**config.mk**
```make
export PLATFORM = sky130hd
export DESIGN_NAME = jk_cmd_sequencer
export DESIGN_NICKNAME = d
export VERILOG_FILES = /design/src/rtl/jk_cmd_sequencer.sv
export SDC_FILE = /design/constraint.sdc
export NUM_CORES = 1
export LEC_CHECK = 0
export ABC_AREA = 1
export BUFFER_PORTS_ARGS = -buffer_cell sky130_fd_sc_hd__buf_2
export CORE_MARGIN = 2
export CORE_UTILIZATION = 40
export DETAILED_ROUTE_END_ITERATION = 16
export GPL_TIMING_DRIVEN = 0
export PLACE_DENSITY_LB_ADDON = 0.15
export SLEW_MARGIN = 20
export SYNTH_ARGS = -nofsm -noshare
export SYNTH_HDL_FRONTEND = slang
export SYNTH_SLANG_ARGS = --single-unit
```
**constraint.sdc**
```tcl
create_clock -name clk -period 6.4 [get_ports clk]
set_input_delay 1.28 -clock clk [delete_from_list [all_inputs] [get_ports clk]]
set_output_delay 1.28 -clock clk [all_outputs]
set_load 0.005 [all_outputs]
```
**src/rtl/jk_cmd_sequencer.sv**
```systemverilog
// jk_cmd_sequencer: buffers {op,len} commands in a small FIFO and drives the
// downstream JK flip-flop's J/K inputs with each op for len consecutive cycles.
// It also keeps a predicted copy of the flip-flop Q (q_model).
//
// Handshake: a command transfers on a rising clk edge where cmd_valid and
// cmd_ready are both high. cmd_ready depends only on rst and the registered
// FIFO level, so it never depends on cmd_valid. A pop in the same cycle does not
// raise cmd_ready when the FIFO is full.
module jk_cmd_sequencer #(
  parameter int DEPTH = 4,
  parameter int CNT_W = 4
) (
  input  logic                   clk,
  input  logic                   rst,
  input  logic                   cmd_valid,
  output logic                   cmd_ready,
  input  logic [1:0]             cmd_op,
  input  logic [CNT_W-1:0]       cmd_len,
  output logic                   J,
  output logic                   K,
  output logic                   done,
  output logic                   busy,
  output logic                   q_model,
  output logic [$clog2(DEPTH):0] fifo_level,
  output logic                   dbg_state
);

  localparam int AW = $clog2(DEPTH);
  localparam logic [AW:0]      C_DEPTH = (AW+1)'(DEPTH);
  localparam logic [CNT_W-1:0] C_ONE   = CNT_W'(1);

  typedef enum logic {S_IDLE = 1'b0, S_DRIVE = 1'b1} state_t;

  state_t             r_state;
  logic [CNT_W+1:0]   r_mem [DEPTH];
  logic [AW-1:0]      r_wr_ptr;
  logic [AW-1:0]      r_rd_ptr;
  logic [AW:0]        r_level;
  logic [1:0]         r_op;
  logic [CNT_W-1:0]   r_rem;
  logic               r_q;

  logic               w_push;
  logic               w_pop;
  logic [CNT_W+1:0]   w_head;
  logic [1:0]         w_head_op;
  logic [CNT_W-1:0]   w_head_len;
  logic [CNT_W-1:0]   w_head_rem;

  assign cmd_ready  = !rst && (r_level != C_DEPTH);
  assign w_push     = cmd_valid && cmd_ready;
  // The head is consumed when idle, or on the final cycle of the current run.
  assign w_pop      = (r_level != '0) && ((r_state == S_IDLE) || (r_rem == C_ONE));
  assign w_head     = r_mem[r_rd_ptr];
  assign w_head_op  = w_head[CNT_W+1:CNT_W];
  assign w_head_len = w_head[CNT_W-1:0];
  // A zero length still drives the op for one cycle.
  assign w_head_rem = (w_head_len == '0) ? C_ONE : w_head_len;

  // FIFO storage: write the incoming command at the write pointer.
  always_ff @(posedge clk) begin
    if (w_push) begin
      r_mem[r_wr_ptr] <= {cmd_op, cmd_len};
    end
  end

  // FIFO pointers and occupancy; pointers wrap naturally since DEPTH is a power of 2.
  always_ff @(posedge clk) begin
    if (rst) begin
      r_wr_ptr <= '0;
      r_rd_ptr <= '0;
      r_level  <= '0;
    end else begin
      if (w_push) r_wr_ptr <= r_wr_ptr + 1'b1;
      if (w_pop)  r_rd_ptr <= r_rd_ptr + 1'b1;
      case ({w_push, w_pop})
        2'b10:   r_level <= r_level + 1'b1;
        2'b01:   r_level <= r_level - 1'b1;
        default: r_level <= r_level;
      endcase
    end
  end

  // Drive FSM: loads the head command and counts down its run length.
  always_ff @(posedge clk) begin
    if (rst) begin
      r_state <= S_IDLE;
      r_op    <= 2'b00;
      r_rem   <= '0;
    end else begin
      case (r_state)
        S_IDLE: begin
          if (w_pop) begin
            r_op    <= w_head_op;
            r_rem   <= w_head_rem;
            r_state <= S_DRIVE;
          end
        end
        S_DRIVE: begin
          if (r_rem == C_ONE) begin
            if (w_pop) begin
              r_op  <= w_head_op;
              r_rem <= w_head_rem;
            end else begin
              r_op    <= 2'b00;
              r_rem   <= '0;
              r_state <= S_IDLE;
            end
          end else begin
            r_rem <= r_rem - 1'b1;
          end
        end
        default: begin
          r_op    <= 2'b00;
          r_rem   <= '0;
          r_state <= S_IDLE;
        end
      endcase
    end
  end

  // Predicted flip-flop Q, updated from the J/K values currently being driven.
  always_ff @(posedge clk) begin
    if (rst) begin
      r_q <= 1'b0;
    end else begin
      case (r_op)
        2'b01:   r_q <= 1'b0;
        2'b10:   r_q <= 1'b1;
        2'b11:   r_q <= ~r_q;
        default: r_q <= r_q;
      endcase
    end
  end

  assign J          = r_op[1];
  assign K          = r_op[0];
  assign done       = (r_state == S_DRIVE) && (r_rem == C_ONE);
  assign busy       = (r_state == S_DRIVE) || (r_level != '0);
  assign q_model    = r_q;
  assign fifo_level = r_level;
  assign dbg_state  = (r_state == S_DRIVE);

endmodule

```
==> metrics.md <==
| Metric | Value |
|---|---|
| Status | `complete, no violations` |
| Root Buffer | `clkbuf_8` |
| Worst skew pair latency | `280 ps` |
| Final period util | `46.3%` |
| Die height | `70.8 um` |
| Max Cap Violations | `0` |
| N_diodes | `0` |
| Starting DRT DRC Count | `82` |
| Startpoint Class | `primary input` |
| F_max | `0.337 GHz` |
| Primary FF master, synth | `edfxtp_1` |
| Clock Sink Count | `41` |
| Seq/Total Area, Yosys | `59.5%` |
| First-pass GRT wire length | `5.75 mm` |
| Final slew viol count | `0` |
| Wire per inst | `12.7 um` |
| Largest area contributor in the netlist | `edfxtp_1` |
| Dominant cells by area after synthesis | `edfxtp_1 40%, dfxtp_1 19%, nand2_1 7.4%` |
| Starting Density | `41.3%` |
| Die width | `70.8 um` |
| Via count | `1268` |
| H-tree depth | `2` |
| Postcts setup bufs | `0` |
| Syn_nets | `198` |
| Initial antenna violation count | `0` |
| Total CTS buffers | `5` |
| Vias in the first global route | `1250` |
| Residual DRC | `0` |
| Top Ports | `19` |
| Data arrival time of the critical path | `1680 ps` |
| PD cells | `420 nW/um^2` |
| Syn Inst Count | `181` |
| Worst clock skew | `7.91 ps` |
| Final hold vios | `0` |
| Area Growth Syn to Fin | `14.7%` |
| Critical path class | `primary input to output pin` |
| GRT Resource Usage Total | `14.8%` |
| Slew at the pin closest to its max-slew limit | `630 ps` |
| Routed vias/inst | `4.90` |
| DP Area | `1940 um^2` |
| Bufs on Longest Clock Path | `2` |
| Total global routing overflow | `0` |
| Setup violators final | `0` |
| PostCTS Resize Cnt | `0` |
| DP HPWL | `2.37 mm` |
| Post-Syn Area | `1780 um^2` |
| CP endpoint kind | `output pin` |
| Largest net degree at the start of global routing | `13` |
| # hold bufs at CTS | `0` |
| Synth top area share | `40.4%` |
| EDFF count, synth | `24` |
| Max VDD drop | `0.169 mV` |
| Hold Path Class | `register to register` |
| Total wire length | `3.28 mm` |
| Synth async-reset ratio | `0%` |
| Leakage power total | `0.846 nW` |
| GP Congestion | `0.786` |
| Clock slew at reported path FFs | `80 ps` |
| Yosys cell types | `24` |
| Synth Warn # | `0` |
| Crit path required time | `5120 ps` |
| Synth Area per Inst | `9.86 um^2` |
| Fin nets | `223` |
| Row cnt | `24` |
| Die area | `5010 um^2` |
| Post-route ant nets | `0` |
| Flops & latches, synth | `41` |
| CTS tree | `done` |
| Min Tclk post-route | `2960 ps` |
| Slew Limit Headroom | `57.8%` |
| Placeable Area | `4320 um^2` |
| Drt pass-1 iters | `4` |
| RSZ-0062 raised after global routing | `false` |
| Total negative slack | `0 ps` |
| Critical path fanouts, max | `5` |
| Layout cells sized above 1 | `17.4%` |
| Cell area after layout | `2050 um^2` |
| Hold WS | `455 ps` |
| IO buf count | `18` |
layer usage:
layer | vias to the layer above | GRT usage, % | wire length (um)
li1 | 653 | - | -
met1 | 595 | 18.7 | 1520
met2 | 16 | 24.0 | 1620
met3 | 4 | 4.42 | 101
met4 | 0 | 6.08 | 42
met5 | - | 0 | 0
state kept, by name, indices dropped and copies added, names as in the netlist, named ones only:
register and flops:
r_mem 24, r_rem 4, fifo_level 3, r_op 2, r_rd_ptr 2, r_wr_ptr 2
dbg_state 1, q_model 1
Yosys cell counts, types with 2 or more instances:
| cell type | number |
|---|---|
| o21ai_0 | 16 |
| inv_2 | 3 |
| nand2_2 | 3 |
| edfxtp_1 | 24 |
| nor2_1 | 17 |
| nand2_1 | 35 |
| a31oi_1 | 2 |
| o22ai_1 | 2 |
| inv_1 | 20 |
| dfxtp_1 | 17 |
| a21oi_1 | 12 |
| ha_1 | 7 |
| nand3_1 | 12 |
report_power, final:
part	internal, mW	switching, mW	total, mW
clock network	0.115	0.0834	0.199
logic	0.114	0.183	0.297
registers	0.324	0.0409	0.365
final timing paths:
kind / from / end / slack [ps] / cells past startpoint
setup / recovery: rst / cmd_ready / 3440 / 3
hold reg to reg: r_op[0]$_SDFFE_PP0P_ / q_model$_SDFFE_PP0P_ / 450 / 1
setup reg to reg: r_rem[1]$_SDFFE_PP0P_ / fifo_level[2]$_SDFFE_PP0P_ / 4080 / 14
hold / removal: r_op[0]$_SDFFE_PP0P_ / q_model$_SDFFE_PP0P_ / 450 / 1
metrics by stage:
| stage | setup slack, ps | power [mW] | util, % | cells |
|---|---|---|---|---|
| floorplan | 3710 | 0.582 | - | 181 |
| global placement | 3440 | 0.657 | 44.8 | 251 |
| detailed placement | 3430 | 0.669 | 44.8 | 251 |
| CTS | 3430 | 0.869 | 47.3 | 259 |
| global route | 3400 | 0.941 | 47.3 | 259 |
| finish | 3440 | 0.860 | 47.3 | 259 |
final cells by class:
| cell class | count | area (um^2) |
|---|---|---|
| flip-flops and latches | 41 | 1060 |
| multi-input cells | 114 | 617 |
| plain buffers | 3 | 20.0 |
| inverters | 23 | 86.3 |
| clock buffers | 6 | 72.6 |
| clock inverters | 2 | 33.8 |
| repair buffers | 18 | 90.1 |
| well taps | 52 | 65.1 |
| fillers | 418 | 2280 |
cells by family after synthesis:
kind of cell / count (synthesis) / synth area share [%]
compound gates: 36 / 11.2
xor+xnor: 1 / 0.491
fa+ha+maj: 8 / 6.03
buf+inv: 26 / 5.96
flops: 41 / 59.5
simple gates: 69 / 16.9
cells in the final DEF, fill, tap and decap left out:
| cell | count |
|---|---|
| ha_1 | 7 |
| buf_1 | 1 |
| nand2_2 | 3 |
| a211oi_2 | 1 |
| o21ai_0 | 16 |
| edfxtp_1 | 24 |
| inv_2 | 3 |
| fa_1 | 1 |
| nor3_4 | 1 |
| o21ai_1 | 1 |
| clkbuf_8 | 5 |
| o22ai_1 | 2 |
| a21oi_2 | 1 |
| a31oi_1 | 2 |
| nor2_1 | 17 |
| nand2_1 | 35 |
| buf_6 | 1 |
| clkbuf_1 | 1 |
| inv_1 | 20 |
| clkinv_1 | 1 |
| a21oi_1 | 12 |
| dfxtp_1 | 17 |
| nand3_1 | 12 |
| nor2_4 | 1 |
| xor2_1 | 1 |
| o21a_1 | 1 |
| bufinv_16 | 1 |
| buf_2 | 19 |
critical path, stage by stage:
cell and delay [ps]:
buf_2 130, a21oi_2 140, buf_2 130
Note: power is estimated with default switching activity, not from simulation.
